`config.mk`:
```
export PLATFORM = sky130hd
export DESIGN_NAME = instr_ingress_fifo
export DESIGN_NICKNAME = d
export VERILOG_FILES = /design/src/rtl/colenda_pkg.sv /design/src/rtl/rise_pulse.sv /design/src/rtl/instr_ingress_fifo.sv
export SDC_FILE = /design/constraint.sdc
export NUM_CORES = 1
export LEC_CHECK = 0
export CAP_MARGIN = 20
export CORE_ASPECT_RATIO = 1.1
export CORE_UTILIZATION = 65
export CTS_CLUSTER_DIAMETER = 150
export DETAILED_ROUTE_END_ITERATION = 10
export PLACE_DENSITY = 0.83
export SYNTH_ARGS = -nofsm -noshare
export SYNTH_HDL_FRONTEND = slang
export SYNTH_SLANG_ARGS = --single-unit
```
`constraint.sdc`:
```
create_clock -name clk -period 8.3 [get_ports clk]
set_input_delay 1.66 -clock clk [delete_from_list [all_inputs] [get_ports clk]]
set_output_delay 1.66 -clock clk [all_outputs]
set_load 0.02 [all_outputs]
```
`src/rtl/colenda_pkg.sv`:
```
// Shared constants and types for the video-processor command path.
// Holds the default geometry of the ingress FIFO, the entry type and a
// helper used by elaboration-time parameter checks.
package colenda_pkg;

    localparam int unsigned COLENDA_DATA_W     = 32;
    localparam int unsigned COLENDA_NUM_CH     = 2;
    localparam int unsigned COLENDA_FIFO_DEPTH = 16;
    localparam int unsigned COLENDA_AF_THRESH  = 12;

    // One command entry: channel 0 (dataA) in the LSBs, channel 1 (dataB) above.
    typedef logic [COLENDA_NUM_CH-1:0][COLENDA_DATA_W-1:0] colenda_entry_t;

    function automatic bit colenda_is_pow2(input int unsigned v);
        return (v >= 2) && ((v & (v - 1)) == 0);
    endfunction

endpackage

```
`src/rtl/rise_pulse.sv`:
```
// Rising-edge detector: one-cycle pulse on every 0->1 transition of 'in'.
// The history flop resets to 1, so an input already high when reset is
// released is not mistaken for a new edge.
// Ports:
//   clk    in  sole clock
//   reset  in  asynchronous, active-high
//   in     in  level to watch
//   pulse  out high for one cycle after a rising edge of 'in'
module rise_pulse (
    input  logic clk,
    input  logic reset,
    input  logic in,
    output logic pulse
);

    logic in_q;

    always_ff @(posedge clk or posedge reset) begin
        if (reset) begin
            in_q <= 1'b1;
        end else begin
            in_q <= in;
        end
    end

    always_comb begin
        pulse = in & ~in_q;
    end

endmodule

```
`src/rtl/instr_ingress_fifo.sv`:
```
// Command ingress FIFO for the video processor. A host write strobe is
// edge-detected into a single push of NUM_CH words stored as one entry;
// entries are presented first-word-fall-through with a valid/ready handshake.
// Ports:
//   clk           in   sole clock, rising edge
//   reset         in   asynchronous, active-high; clears all state
//   wr_strobe     in   host write level; 0->1 edge = one push
//   data_in       in   entry payload, channel 0 in LSBs
//   clr_overflow  in   synchronous clear of overflow
//   rd_ready      in   consumer accepts the head entry
//   out_valid     out  head entry present
//   data_out      out  head entry (0 while empty)
//   full          out  level == DEPTH
//   almost_full   out  level >= AF_THRESH
//   empty         out  level == 0
//   level         out  number of stored entries
//   overflow      out  sticky: a push was dropped
module instr_ingress_fifo
    import colenda_pkg::*;
#(
    parameter int unsigned DATA_W    = COLENDA_DATA_W,
    parameter int unsigned NUM_CH    = COLENDA_NUM_CH,
    parameter int unsigned DEPTH     = COLENDA_FIFO_DEPTH,
    parameter int unsigned AF_THRESH = COLENDA_AF_THRESH
) (
    input  logic                         clk,
    input  logic                         reset,
    input  logic                         wr_strobe,
    input  logic [NUM_CH*DATA_W-1:0]     data_in,
    input  logic                         clr_overflow,
    input  logic                         rd_ready,
    output logic                         out_valid,
    output logic [NUM_CH*DATA_W-1:0]     data_out,
    output logic                         full,
    output logic                         almost_full,
    output logic                         empty,
    output logic [$clog2(DEPTH+1)-1:0]   level,
    output logic                         overflow
);

    localparam int unsigned PTR_W = $clog2(DEPTH);
    localparam int unsigned LVL_W = $clog2(DEPTH + 1);

    typedef logic [NUM_CH-1:0][DATA_W-1:0] entry_t;

    if (!colenda_is_pow2(DEPTH)) begin : g_depth_chk
        $error("instr_ingress_fifo: DEPTH must be a power of two >= 2");
    end
    if (AF_THRESH < 1 || AF_THRESH > DEPTH) begin : g_af_chk
        $error("instr_ingress_fifo: AF_THRESH must lie in 1..DEPTH");
    end

    entry_t             mem [DEPTH];
    logic [PTR_W-1:0]   wr_ptr;
    logic [PTR_W-1:0]   rd_ptr;
    logic               push_req;
    logic               push;
    logic               pop;
    logic               drop;

    rise_pulse u_strobe_edge (
        .clk   (clk),
        .reset (reset),
        .in    (wr_strobe),
        .pulse (push_req)
    );

    // Flags are pure decodes of the registered level.
    always_comb begin
        empty       = (level == '0);
        full        = (level == LVL_W'(DEPTH));
        almost_full = (level >= LVL_W'(AF_THRESH));
        out_valid   = ~empty;
        data_out    = out_valid ? mem[rd_ptr] : '0;
    end

    // A pop in the same cycle frees the slot, so a push into a full FIFO
    // is only dropped when the consumer is not draining.
    always_comb begin
        pop  = out_valid & rd_ready;
        push = push_req & (~full | pop);
        drop = push_req & full & ~pop;
    end

    always_ff @(posedge clk or posedge reset) begin
        if (reset) begin
            wr_ptr   <= '0;
            rd_ptr   <= '0;
            level    <= '0;
            overflow <= 1'b0;
        end else begin
            if (push) begin
                wr_ptr <= wr_ptr + PTR_W'(1);
            end
            if (pop) begin
                rd_ptr <= rd_ptr + PTR_W'(1);
            end
            case ({push, pop})
                2'b10:   level <= level + LVL_W'(1);
                2'b01:   level <= level - LVL_W'(1);
                default: level <= level;
            endcase
            // A drop in the same cycle as a clear leaves the flag set.
            if (drop) begin
                overflow <= 1'b1;
            end else if (clr_overflow) begin
                overflow <= 1'b0;
            end
        end
    end

    // Storage carries no reset; stale slots are never visible because
    // data_out is gated by out_valid and only written slots are read.
    always_ff @(posedge clk) begin
        if (push) begin
            mem[wr_ptr] <= entry_t'(data_in);
        end
    end

endmodule
```
==> results of run 1 <==
per-layer routing:
metal	part of all wire [%]	global-route usage [%]	wire, um
met5	0.026	0	25
met4	4.5	16.1	4310
met3	11	5.56	10000
met2	52	52.6	49200
met1	33	41.8	31700
worst max-delay path: stages, from the launching register on:
cell,delay [ns]
dfrtp_1,0.56
nor2b_4,0.77
buf_4,0.75
a22oi_1,0.24
a21oi_1,0.48
clkdlybuf4s50_1,0.72
state kept, by name, summed over array words and instances (netlist names):
signal,count
wr_ptr,4
level,5
rd_ptr,4
overflow,1
u_strobe_edge.in_q,1
mem,1024
cells in the final DEF, fill, tap and decap left out, types with 3 or more instances in the layout:
master           Yosys  final
bufinv_16            0      7
and4_4               0      4
a22oi_1            128    128
diode_2              0      4
nor3_1               3      3
buf_4                1     23
mux4_2             256    256
inv_1                9      8
a21oi_1             67     67
ha_1                 7      7
nor2_1               8      7
xnor2_1              8      8
buf_12               0      4
clkinv_1             0     23
and3_4               0      8
clkbuf_16            0    101
o21ai_0              4      4
nand2_1              9      9
clkinv_2             0     15
dfrtp_1             14     12
clkinvlp_4           0      3
clkbuf_1            50     22
edfxtp_1          1024   1024
clkdlybuf4s50_1      0    142
and2_4               0      5
xor2_1               3      3
metrics by stage:
stage | area [um^2] | utilization [%] | total power, W | hold WS, ns
2_1_floorplan | 39200 | - | 0.00938 | 0.490
3_3_place_gp | 41500 | 69.5 | 0.0110 | 0.502
3_5_place_dp | 41500 | 69.5 | 0.0111 | 0.520
4_1_cts | 44600 | 74.6 | 0.0155 | 0.531
5_1_grt | 44600 | 74.6 | 0.0159 | 0.562
6_report | 44600 | 74.6 | 0.0155 | 0.527
report_power, final:
part           switching (W)  internal, W
Clock                0.00190      0.00246
Sequential          0.000257      0.00607
Combinational        0.00266      0.00217
cells by family after synthesis:
logic type,after synthesis
and+or+nand+nor,48
buffers and inverters,106
AOI/OAI and AO/OA,206
muxes,259
xor gates and xnor gates,11
DFF,1039
adders and majority gates,7
worst max-delay path by stage:
stage | slack [ns] | endpoint
finish | 2.42 | data_out[62]
global route | 2.37 | data_out[30]
floorplan | 3.75 | mem[13][0]$_DFFE_PP_
CTS | 2.46 | data_out[62]
detailed placement | 3.27 | data_out[5]
global placement | 3.32 | data_out[5]
cell type report:
type / instances / area (um^2) / share of cell area [%]
clock inverter: 50 / 425 / 0.954
timing repair buffer: 169 / 1670 / 3.75
tap: 768 / 961 / 2.15
clock buffer: 125 / 2640 / 5.91
multi-input combinational: 531 / 7720 / 17.3
antenna: 4 / 10.0 / 0.0224
sequential: 1039 / 31100 / 69.8
inverter: 9 / 33.8 / 0.0757
==> metrics, run 1 <==
outcome=finished, violations left; failing checks=DRC; Die Width=236 um; vias in the first global route=20600; final setup TNS=0 ns; Synth Area in XOR/XNOR=0.246%; Req. time, crit path=around 6.6 ns; WL/cell=35.4 um; Detail Route Antenna Nets=0; Num CTS Buffers=96; Syn. warnings=0; Async SR Flop Fraction=under 10%; clock sinks=between 1000 and 1500; post-synthesis cell type count=37; Hold Crit Endpoint=overflow$_DFFE_PP0P_; Max Clock Skew=0.0341 ns; Max Fclk=170 MHz; Crit. Startpoint=rd_ptr[1]$_DFFE_PP0P_; area share of the largest cell type after synthesis=78.4%; Post-Synth Adder-Cell Area=0.223%; Synth Flop Type=edfxtp_1; HPWL Detailed=42600 um; CTS HTree Levels=3; dominant cell type by area after synthesis=edfxtp_1; vias per cell=7.27; Layout Cells excl Fill=approximately 2700; Final Cycle Share=a little over 70%; register area share after synthesis=approximately 79%; max-slew violation count=0; largest net degree at the start of global routing=123; Worst-Skew Late Latency=0.67 ns; flops & latches, synth=1039; Starting Density=approximately 66%; RSZ-0062 raised after global routing=false; Least-Margin Pin Slew=1.16 ns; Worst Setup End Kind=output pin; first drt pass iteration count=8; gr ovfl total=0; synthesized instance count=1676; Synth Area in Compound Gates=3.52%; gr usage total=31.9%; crit start category=register; CP Class=reg -> out; Pwr Density=348 nW/um^2; synthesis-to-layout area growth=13.7%; Fillers=between 2000 and 3000; CTS tree=built; layout cells sized above 1=23.0%; largest family of logic cells by synthesized area=multiplexers; worst hold path startpoint=overflow$_DFFE_PP0P_; DRC viols=4; mean post-synth cell area=23.4 um^2; full die area=61300 um^2; postcts setup bufs=0; worst hold stages=2; port buffer count=142; most common library cells after synthesis=edfxtp_1 (1024), mux4_2 (256), a22oi_1 (128), a21oi_1 (67), clkbuf_1 (50); HP Class=reg -> reg; Final Hold Fails=0; Synth area leaders=edfxtp_1 (78%), mux4_2 (15%), a22oi_1 (2.5%); CP Max Fanout=a little over 40; reg2reg end=mem[1][11]$_DFFE_PP_; syn_nets=1752; initial antenna violation count=4; initial DRC count=2796; count leader, synth=edfxtp_1; global-route wire length before repair=138000 um; GPL Wtd Cong=0.738; depth of the most critical reg-to-reg path=6; Final setup violation count=0; Final Net Count=1922; CP Data Arrival Time=between 4 and 5 ns; simple-gate share of the synthesized area=0.695%; Ports=approximately 140; VDD IR max=around 0.45 mV; reg2reg start=level[1]$_DFFE_PP0P_; Post-Synthesis Cell Area=~40000 um^2; Root Buffer=clkbuf_16; FP Rows=94; cell count after placement=2516; Die Height=between 200 and 300 um; clock buffer depth=3; max_slew headroom=22.6%; Final WS setup=2.42 ns; R2R setup slack=around 5 ns; count of flip-flops with a built-in enable after synthesis=1024; via count=19600; Hold Buf Count CTS=0; Max Cap Viol=0; post_cts resized=0; Pleak=~14 nW; core area=~60000 um^2; Post-Route WL=95300 um; fin crit period=5.88 ns; Clock transition at path regs=0.06 ns; post-synthesis mux area share=14.8%; dpl ws=approximately 3.3 ns
Note: power is estimated with default switching activity, not from simulation.
==> inputs of run 2 (changes only) <==
Settings changed: CORE_UTILIZATION 65 to 61, PLACE_DENSITY 0.83 to 0.79.
Clock period 8.3 ns to 5.75 ns, I/O delays scaled along.
==> run 2 against run 1 <==
The flow now finishes without violations. Largest power group unchanged. Critical path depth did not move. Register-to-register slack got worse by 2.2 ns. Via count down 1.0%. Count of clock-buffer cells in the layout fell by 12. Sequential share of layout area fell by 0.88 points. Highest routed layer unchanged. Cell area increased by 1.3%. Die area grew 6.5%. Utilization down 3.6 points.
==> metrics, run 2 (same netlist as run 1, synthesis figures left out) <==
outcome=complete, no violations; core area=63600 um^2 (+6.4%); largest net degree at the start of global routing=76 (-38%); Final Net Count=1938 (+0.83%); vias in the first global route=20300 (-1.3%); postcts setup bufs=0 (unchanged); initial antenna violation count=9 (+5); HP Class=reg -> reg; worst hold path startpoint=overflow$_DFFE_PP0P_; Final Hold Fails=0 (unchanged); Max Clock Skew=0.0186 ns (-0.0155 ns); Worst Setup End Kind=output pin; DRC viols=0 (-4); Detail Route Antenna Nets=0 (unchanged); Die Width=244 um (+3.2%); Layout Cells excl Fill=2785 (+3.3%); worst hold stages=2 (unchanged); CP Max Fanout=34 (-17%); layout cells sized above 1=24.4% (+1.3 points); Largest regs=mem: 1024 flops, level: 5 flops; post_cts resized=0 (unchanged); HPWL Detailed=44000 um (+3.3%); max-slew violation count=0 (unchanged); reg2reg start=level[1]$_DFFE_PP0P_; leading cell types in the layout, fill and taps excluded=edfxtp_1 (1024), mux4_2 (256), clkdlybuf4s50_1 (142), a22oi_1 (128), clkbuf_16 (99); synthesis-to-layout area growth=15.2%; clock sinks=1039 (unchanged); Post-Route WL=95900 um (+0.58%); final setup TNS=0 ns (unchanged); initial DRC count=2573 (-8.0%); reg2reg end=mem[3][34]$_DFFE_PP_; crit start category=register; gr ovfl total=0 (unchanged); commonest non-fill, non-tap cell in the layout=edfxtp_1; gr usage total=29.9% (-2.0 points); WL/cell=34.4 um (-2.7%); Tot Pwr=0.0227 W (+47%); global-route wire length before repair=137000 um (-0.68%); R2R setup slack=2.82 ns (-2.21 ns); Hold Crit Endpoint=overflow$_DFFE_PP0P_; Pwr Density=504 nW/um^2 (+45%); Req. time, crit path=4.60 ns (-2.04 ns); GPL Wtd Cong=0.745 (+1.0%); CP Class=reg -> out; clock buffer depth=3 (unchanged); Final Cycle Share=83.8%; Worst-Skew Late Latency=0.66 ns (about the same); fin crit period=between 4 and 5 ns; Starting Density=61.7% (-4.0 points); Ports=143 (unchanged); via count=19400 (-1.0%); Top reg by flops=mem; depth of the most critical reg-to-reg path=6 (unchanged); port buffer count=142 (unchanged); Num CTS Buffers=95 (-1.0%); full die area=65300 um^2 (+6.5%); FP Rows=97 (+3.2%); vias per cell=6.96 (-4.2%); Fillers=3531 (+20%); RSZ-0062 raised after global routing=false; Root Buffer=clkbuf_16; Hold Buf Count CTS=0 (unchanged); cell count after placement=2606 (+3.6%); Clock transition at path regs=0.06 ns (about the same); Pleak=14.1 nW (+1.4%); first drt pass iteration count=6 (-2); Least-Margin Pin Slew=0.948 ns (-0.213 ns); Hold WS=0.530 ns (+0.00308 ns); CTS HTree Levels=3 (unchanged); max_slew headroom=36.8% (+14 points); Final setup violation count=0 (unchanged); Largest register FFs=1024 (unchanged); CTS tree=built; Max Fclk=207 MHz; Die Height=268 um (+3.2%); CP Data Arrival Time=3.67 ns (-0.55 ns); VDD IR max=0.330 mV (-27%); Max Cap Viol=0 (unchanged)
run 2: cell types whose count changed in the layout (fill, tap and decap cells not counted), moves of 2 or more:
cell,change
inv_6,+3
clkinv_1,-5
bufinv_16,+6
clkbuf_8,-2
clkinv_2,+3
clkbuf_1,-8
clkbuf_16,-2
clkinv_4,+4
buf_12,+18
clkinvlp_4,+4
run 2: metrics by stage:
stage,instance area [um^2],utilization (%),setup WS [ns]
2_1_floorplan,39200,-,1.71
4_1_cts,45200,71.0,0.860
5_1_grt,45200,71.0,0.733
3_5_place_dp,42000,66.0,1.60
6_report,45200,71.0,0.930
3_3_place_gp,42000,66.0,1.66
run 2: worst max path at each step:
stage                               start                   end  cells past startpoint
global placement    rd_ptr[0]$_DFFE_PP0P_          data_out[15]                      5
floorplan                        rd_ready  mem[13][0]$_DFFE_PP_                      4
detailed placement  rd_ptr[0]$_DFFE_PP0P_          data_out[10]                      5
CTS                 rd_ptr[0]$_DFFE_PP0P_          data_out[10]                      5
finish              rd_ptr[0]$_DFFE_PP0P_          data_out[25]                      5
global route        rd_ptr[0]$_DFFE_PP0P_          data_out[25]                      5
run 2: cell type report:
class / count / area, um^2 / area share (%)
Sequential cell: 1039 / 31100 / 68.9
Multi-Input combinational cell: 531 / 7720 / 17.1
Clock buffer: 113 / 2530 / 5.60
Timing Repair Buffer: 186 / 2030 / 4.49
Tap cell: 841 / 1050 / 2.33
Clock inverter: 62 / 657 / 1.45
Inverter: 9 / 35.0 / 0.0776
Antenna cell: 4 / 10.0 / 0.0222
run 2: where the power goes:
| group | internal, W | switching (W) | total [W] |
|---|---|---|---|
| Sequential | 0.00876 | 0.000339 | 0.00910 |
| Clock | 0.00373 | 0.00279 | 0.00652 |
| Combinational | 0.00325 | 0.00387 | 0.00713 |
| Total | 0.0157 | 0.00700 | 0.0227 |
run 2: worst max-delay path, cell delays in order, from the launching register on:
cell and delay, ns:
dfrtp_4 0.92, buf_4 0.48, mux4_2 0.62, a22oi_1 0.21
a21oi_1 0.15, clkdlybuf4s50_1 0.59
run 2: per-layer routing:
layer	track usage [%]	vias up	share of wire (%)	wire [um]
li1	-	7613	-	-
met1	39.0	10000	34	32700
met2	50.2	1484	52	49400
met3	5.88	239	11	10500
met4	11.9	14	3.3	3140
met5	0	-	0.090	86
